[src/rtl/iterative_shifter.sv]
// Multicycle shift unit: shifts a WIDTH-bit operand by a run-time amount in SLL/SRL/SRA/ROR
// mode, retiring at most STEP positions per clock, with a start/busy/done handshake.
module iterative_shifter #(
  parameter  int WIDTH = 32,
  parameter  int STEP  = 4,
  localparam int SHW   = $clog2(WIDTH)
) (
  input  logic             clk,
  input  logic             rst_n,
  input  logic             start,
  input  logic [1:0]       mode,
  input  logic [WIDTH-1:0] in_data,
  input  logic [SHW-1:0]   shamt,
  output logic             busy,
  output logic             done,
  output logic [WIDTH-1:0] out_data
);

  typedef enum logic [1:0] {
    MODE_SLL = 2'b00,
    MODE_SRL = 2'b01,
    MODE_SRA = 2'b10,
    MODE_ROR = 2'b11
  } mode_e;

  typedef enum logic [1:0] {
    S_IDLE  = 2'd0,
    S_SHIFT = 2'd1,
    S_DONE  = 2'd2
  } state_e;

  // One bit wider than the counter so STEP == WIDTH is still representable.
  localparam logic [SHW:0] STEP_W  = (SHW + 1)'(STEP);
  localparam logic [SHW:0] WIDTH_W = (SHW + 1)'(WIDTH);

  state_e           r_state;
  mode_e            r_mode;
  logic             r_sign;
  logic [WIDTH-1:0] r_work;
  logic [SHW-1:0]   r_rem;
  logic             r_busy;
  logic             r_done;
  logic [WIDTH-1:0] r_out;

  logic [SHW-1:0]   w_k;
  logic [SHW:0]     w_ror_amt;
  logic [WIDTH-1:0] w_fill;
  logic [WIDTH-1:0] w_shifted;
  logic [SHW-1:0]   w_rem_next;

  // Step amount k = min(remaining, STEP); k never exceeds remaining, so no underflow.
  always_comb begin
    // NOTE: every always_comb output gets a default first so no path can infer a latch.
    w_k        = r_rem;
    w_ror_amt  = '0;
    w_fill     = '0;
    w_shifted  = r_work;
    w_rem_next = '0;

    if ({1'b0, r_rem} >= STEP_W) begin
      w_k = STEP_W[SHW-1:0];
    end
    w_rem_next = r_rem - w_k;
    w_ror_amt  = WIDTH_W - {1'b0, w_k};
    w_fill     = ~({WIDTH{1'b1}} >> w_k);

    case (r_mode)
      MODE_SLL: w_shifted = r_work << w_k;
      MODE_SRL: w_shifted = r_work >> w_k;
      MODE_SRA: w_shifted = (r_work >> w_k) | (r_sign ? w_fill : '0);
      MODE_ROR: w_shifted = (r_work >> w_k) | (r_work << w_ror_amt);
      default:  w_shifted = r_work;
    endcase
  end

  always_ff @(posedge clk or negedge rst_n) begin
    // NOTE: sequential state uses non-blocking assignments so all registers update together.
    if (!rst_n) begin
      r_state <= S_IDLE;
      r_mode  <= MODE_SLL;
      r_sign  <= 1'b0;
      r_work  <= '0;
      r_rem   <= '0;
      r_busy  <= 1'b0;
      r_done  <= 1'b0;
      r_out   <= '0;
    end else begin
      r_done <= 1'b0;
      case (r_state)
        S_IDLE: begin
          if (start) begin
            r_work <= in_data;
            r_mode <= mode_e'(mode);
            r_sign <= in_data[WIDTH-1];
            r_rem  <= shamt;
            if (shamt != '0) begin
              r_state <= S_SHIFT;
              r_busy  <= 1'b1;
            end else begin
              r_state <= S_DONE;
              r_out   <= in_data;
            end
          end
        end

        S_SHIFT: begin
          r_work <= w_shifted;
          r_rem  <= w_rem_next;
          if (w_rem_next == '0) begin
            r_state <= S_DONE;
            r_busy  <= 1'b0;
            r_out   <= w_shifted;
          end
        end

        S_DONE: begin
          r_done  <= 1'b1;
          r_state <= S_IDLE;
        end

        default: begin
          r_state <= S_IDLE;
          r_busy  <= 1'b0;
        end
      endcase
    end
  end

  assign busy     = r_busy;
  assign done     = r_done;
  assign out_data = r_out;

endmodule

[config.mk]
export PLATFORM = sky130hd
export DESIGN_NAME = iterative_shifter
export DESIGN_NICKNAME = d
export VERILOG_FILES = /design/src/rtl/iterative_shifter.sv
export SDC_FILE = /design/constraint.sdc
export NUM_CORES = 1
export LEC_CHECK = 0
export BUFFER_PORTS_ARGS = -buffer_cell sky130_fd_sc_hd__buf_2
export CORE_MARGIN = 2
export CORE_UTILIZATION = 52
export CTS_CLUSTER_DIAMETER = 60
export CTS_CLUSTER_SIZE = 40
export DETAILED_ROUTE_END_ITERATION = 8
export MAX_ROUTING_LAYER = met4
export PLACE_DENSITY = 0.82
export SLEW_MARGIN = 5
export SYNTH_ARGS = -nofsm -noshare
export SYNTH_HDL_FRONTEND = slang
export SYNTH_SLANG_ARGS = --single-unit
[constraint.sdc]
create_clock -name clk -period 6.7 [get_ports clk]
set_clock_uncertainty 0.05 [all_clocks]
set_input_delay 1.005 -clock clk [delete_from_list [all_inputs] [get_ports clk]]
set_output_delay 1.005 -clock clk [all_outputs]
set_load 0.1 [all_outputs]
Word-level counts from Yosys, hierarchy flattened
Index checks and enable logic that the tools add are counted.
W data, S select, Z words.
- output and inout bits: 34
- register bits after elaboration: 76
- equality and inequality tests: 9
- $lt $le $gt $ge: 1
- add/sub/neg operators: 2
- bitwise logic cells: 4
- multiplexer cells: 20
- shift operators: 4
- reduce and logical (&&, ||, !) cells: 10
- operator list (cell ; number):
    $mux W32 ; 5
    $pmux W32 S2 ; 2
    $pmux W32 S4 ; 1
    $or A32 B32 Y32 ; 2
    $not A32 Y32 ; 1
    $shl A32 B5 Y32 ; 1
    $shl A32 B6 Y32 ; 1
    $shr A32 B5 Y32 ; 1
    $shr A32 B5 Y32 const A ; 1
    $mux W5 ; 2
    $pmux W5 S2 ; 1
    $ne A2 B2 Y1 const B ; 4
    $reduce_and A4 Y1 ; 2
    $eq A2 B2 Y1 const B ; 3
    $mux W2 ; 3
    $reduce_and A2 Y1 ; 3
    $sub A6 B5 Y6 const A ; 1
    $ge A5 B3 Y1 const B ; 1
    $logic_not A5 Y1 ; 1
    $reduce_bool A5 Y1 ; 1
    $sub A5 B5 Y5 ; 1
    $eq A2 B1 Y1 const B ; 2
    $logic_not A2 Y1 ; 2
    $mux W1 ; 4
    4 further kinds ; 4

Logic depth before layout (Yosys ltp)
- depth after elaboration: 9
- gate-level depth with buffers: 14

Worst setup path after synthesis
Ideal clock, no wire load.
- path type: register -> register
- start point: reg r_rem[2]
- end point: reg r_out[28] (netlist: out_data[28])
- setup time: 0.133 ns
- cell stages (with the launch flop): 14
- data arrival time: 3.137 ns
- path slack: 3.380 ns
- required time: 6.517 ns
- cells stage by stage: dfrtp_1 or3_1 buf_4 nor2_4 inv_2 buf_2 ha_1 clkbuf_1 o2111a_1 nand3_1 nor2_1 or4_1 a211oi_1 o31ai_1
- longest elaborated chain between the ends: 9
- RTL lines (item ; line ; source):
    from (decl) ; 40 ; logic [SHW-1:0] r_rem;
    from (signal assigned) ; 95 ; r_rem <= shamt;
    from (signal assigned) ; 108 ; r_rem <= w_rem_next;
    parallel branches: the longest is 9 deep, another holds $sub A6 B5 Y6 ; - ;
    to (signal assigned) ; 101 ; r_out <= in_data;
    to (signal assigned) ; 112 ; r_out <= w_shifted;
    to (decl) ; 43 ; logic [WIDTH-1:0] r_out;
Several ways; the timed one is not identified. The select of a mux whose other input is x is not followed.
A chain may end at the register's enable or synchronous reset.

Final worst setup path
- start point: reg r_rem[1]
- end point: reg r_out[29] (netlist: out_data[29])
Same word-level chain as after synthesis.

==> metrics.csv <==
stage,metric,value,unit
clocking,clockBufferDepth,2,
critical_path,r2r-end,out_data[29],
min_path,hold_path_end,out_data[23],
logic_synthesis,synth_edf_count,0,
detailed_routing,via_per_inst,7.097,
floorplan,initial_core_util,0.5354,
floorplan,die-area,13330,um^2
critical_path,crit_arrival,4.43,ns
flow_run,maxCapViolCount,0,
logic_synthesis,synth_top_area_cell,dfrtp_1,
timing,tightest_slew,1.101,ns
timing,setup-tns-final,0,ns
logic_synthesis,synth.most_common_cell,nand2_1,
floorplan,num_rows,40,
clocking,cts_resized,0,
detailed_routing,routed_wl,24070,um
floorplan,die_w,115.4,um
logic_synthesis,yosysWarnings,0,
timing,fin_ws,2.485,ns
layout,fillers,1073,
logic_synthesis,yosys-top-cells-area,"dfrtp_1, mux2i_1, nand2_1",
global_routing,grt_max_degree,77,
timing,fin_crit_sh,0.6292,
logic_synthesis,synth_cell_type_count,74,
layout,finalNetCount,845,
timing,rsz0062_at_grt,false,
timing,setup_viol,0,
logic_synthesis,synthArstFlopShare,1.000,
critical_path,cp_cell_sequence,buf_4 -> inv_2 -> nor2_4 -> inv_2 -> ha_1 -> inv_1 -> xnor2_1 -> mux2_2 -> o21ai_1 -> a221oi_1 -> o31ai_1,
detailed_routing,vias,6884,
critical_path,required,6.91,ns
critical_path,critPathTopFamily,buffers and inverters,
layout,utilization,0.5933,
layout,drive_gt1_frac,0.2032,
critical_path,path_max_fanout,35,
detailed_routing,drc,0,
detailed_routing,drt_pass1_iterations,6,
critical_path,start_kind,register,
critical_path,cp_slowest_cell,xnor2_1,
critical_path,endpoint_kind,register,
clocking,clkLatencyLatePin,0.36,ns
logic_synthesis,syn-num-nets,826,
global_routing,grt_pass1_vias,6281,
clocking,cts_buffers,9,
place,hpwlAfterDp,16030,um
critical_path,path_buf_inv,4,
timing,period_needed,4.215,ns
place,gp_congestion,1.061,
min_path,hold_path_class,reg -> reg,
floorplan,fp.dieH,115.4,um
place,place_ws,2.601,ns
timing,slew_violations,0,
global_routing,grt_first_pass_wirelength,36980,um
clocking,cts.sinks,76,
global_routing,grt_use_total,0.3788,
layout,area_growth,10.81,%
detailed_routing,ant_nets,0,
critical_path,critPathMaxStageDelay,0.58,ns
global_routing,antenna_found_initial,0,
critical_path,critPathMostFrequentCell,inv_2,
timing,slew_headroom,0.2630,
detailed_routing,drt_iter0_markers,1053,
min_path,worstHoldPathCells,2,
clocking,cts_max_level,3,
outcome,status,finished clean,
layout,antenna_cells,0,
logic_synthesis,synth_common_cells,"nand2_1, dfrtp_1, nor2_1, clkbuf_1, mux2i_1",
logic_synthesis,synth_cells,778,
logic_synthesis,ys_seq_elements,76,
logic_synthesis,synth.yosys.seq_area_share,0.2945,
logic_synthesis,synth-main-ff-cell,dfrtp_1,
logic_synthesis,netlist.area_leader.share,0.2945,
clocking,cts_tree,yes,
timing,final_hold_viol_count,0,
clocking,cts_setup_buffers,0,
clocking,cts_root_buf,clkbuf_16,
global_routing,grt_overflow_total,0,
critical_path,reg2reg_setup_slack,2.48,ns
floorplan,pin_count,76,
detailed_routing,routedWlPerCell,24.81,um
logic_synthesis,synthesis.area,6457,um^2
critical_path,r2r-start,r_rem[1],
place,port_buffers,75,
min_path,min_from,out_data[23],
clocking,cts_hold_buf,0,
timing,max_freq,0.2372,GHz
logic_synthesis,syn_area_per_cell,8.300,um^2
clocking,path_clk_slew,0.06,ns
critical_path,crit_type,reg -> reg,
critical_path,rr_worst_depth,11,
floorplan,coreArea,12060,um^2
==> metal layers <==
metal  global-route usage  share of wire
met3              0.09048           0.12
met5                    -              0
met4               0.1968          0.058
met2               0.5404           0.43
met1               0.5002           0.39
==> placed cells by master (no fill, tap or decap), drive strengths merged, types with 4 or more instances in the layout <==
cell type,synthesis,routed
nand2,125,125
buf,23,87
dfrtp,76,76
nor2,57,57
mux2i,53,53
o21ai,46,46
a21oi,45,45
mux2,31,31
o31ai,23,23
a31oi,19,19
nand3,17,17
o221ai,16,16
a211oi,15,15
o22ai,13,13
mux4,13,13
nor3,12,12
inv,10,12
nor2b,10,10
clkbuf,56,9
o211ai,7,7
a22oi,7,7
a221oi,7,7
ha,6,6
nand2b,5,5
o21a,5,5
and2,5,5
and3,4,4
a2bb2oi,4,4
a211o,4,4
o22a,4,4
nor4,4,4
o221a,4,4
==> worst max-delay path by stage <==
stage | from | end | slack (ns) | cells past startpoint
after floorplan | r_rem[2] | out_data[28] | 3.38 | 13
final | r_rem[1] | out_data[29] | 2.48 | 11
after global placement | r_rem[0] | out_data[29] | 2.69 | 10
after detailed placement | r_rem[0] | out_data[29] | 2.60 | 10
after CTS | r_rem[0] | out_data[29] | 2.64 | 10
after global routing | r_rem[0] | out_data[29] | 2.34 | 10
==> logic make-up after synthesis <==
group                    synth area share
adder cells (fa/ha/maj)           0.01163
AO/OA/AOI/OAI                      0.2732
XOR/XNOR                         0.002713
other                           0.0005807
multiplexers                       0.1816
buffers and inverters             0.05735
AND/OR/NAND/NOR                    0.1785
flip-flops                         0.2945
==> layout make-up <==
| cell class | count | area [um^2] | area share |
|---|---|---|---|
| repair buffers | 87 | 467.9 | 0.06540 |
| clock inverters | 7 | 120.1 | 0.01679 |
| well taps | 168 | 210.2 | 0.02938 |
| flip-flops and latches | 76 | 1902 | 0.2658 |
| clock buffers | 9 | 225.2 | 0.03147 |
| multi-input cells | 613 | 4193 | 0.5859 |
| inverters | 10 | 37.54 | 0.005246 |
==> sequential cells by signal, indices dropped and copies added (netlist names) <==
name	count
out_data	32
r_work	32
r_rem	5
r_mode	2
r_state	2
busy	1
done	1
r_sign	1
==> through the flow <==
step | hold WS [ns] | instance area (um^2) | std cells
floorplan | 0.4702 | 6457 | 778
global placement | 0.4100 | 6810 | 954
detailed placement | 0.4144 | 6810 | 954
CTS | 0.4299 | 7156 | 970
global route | 0.4507 | 7156 | 970
finish | 0.4337 | 7156 | 970
==> worst min-delay path, delay by kind of cell (launching register included) <==
family | cells | cell delay (ns)
flops | 1 | 0.35
compound gates | 1 | 0.05
simple gates | 1 | 0.05
Power is left out: the tool's default activity adds up to more than one toggle a clock period on the data nets, which glitch-free logic cannot reach.
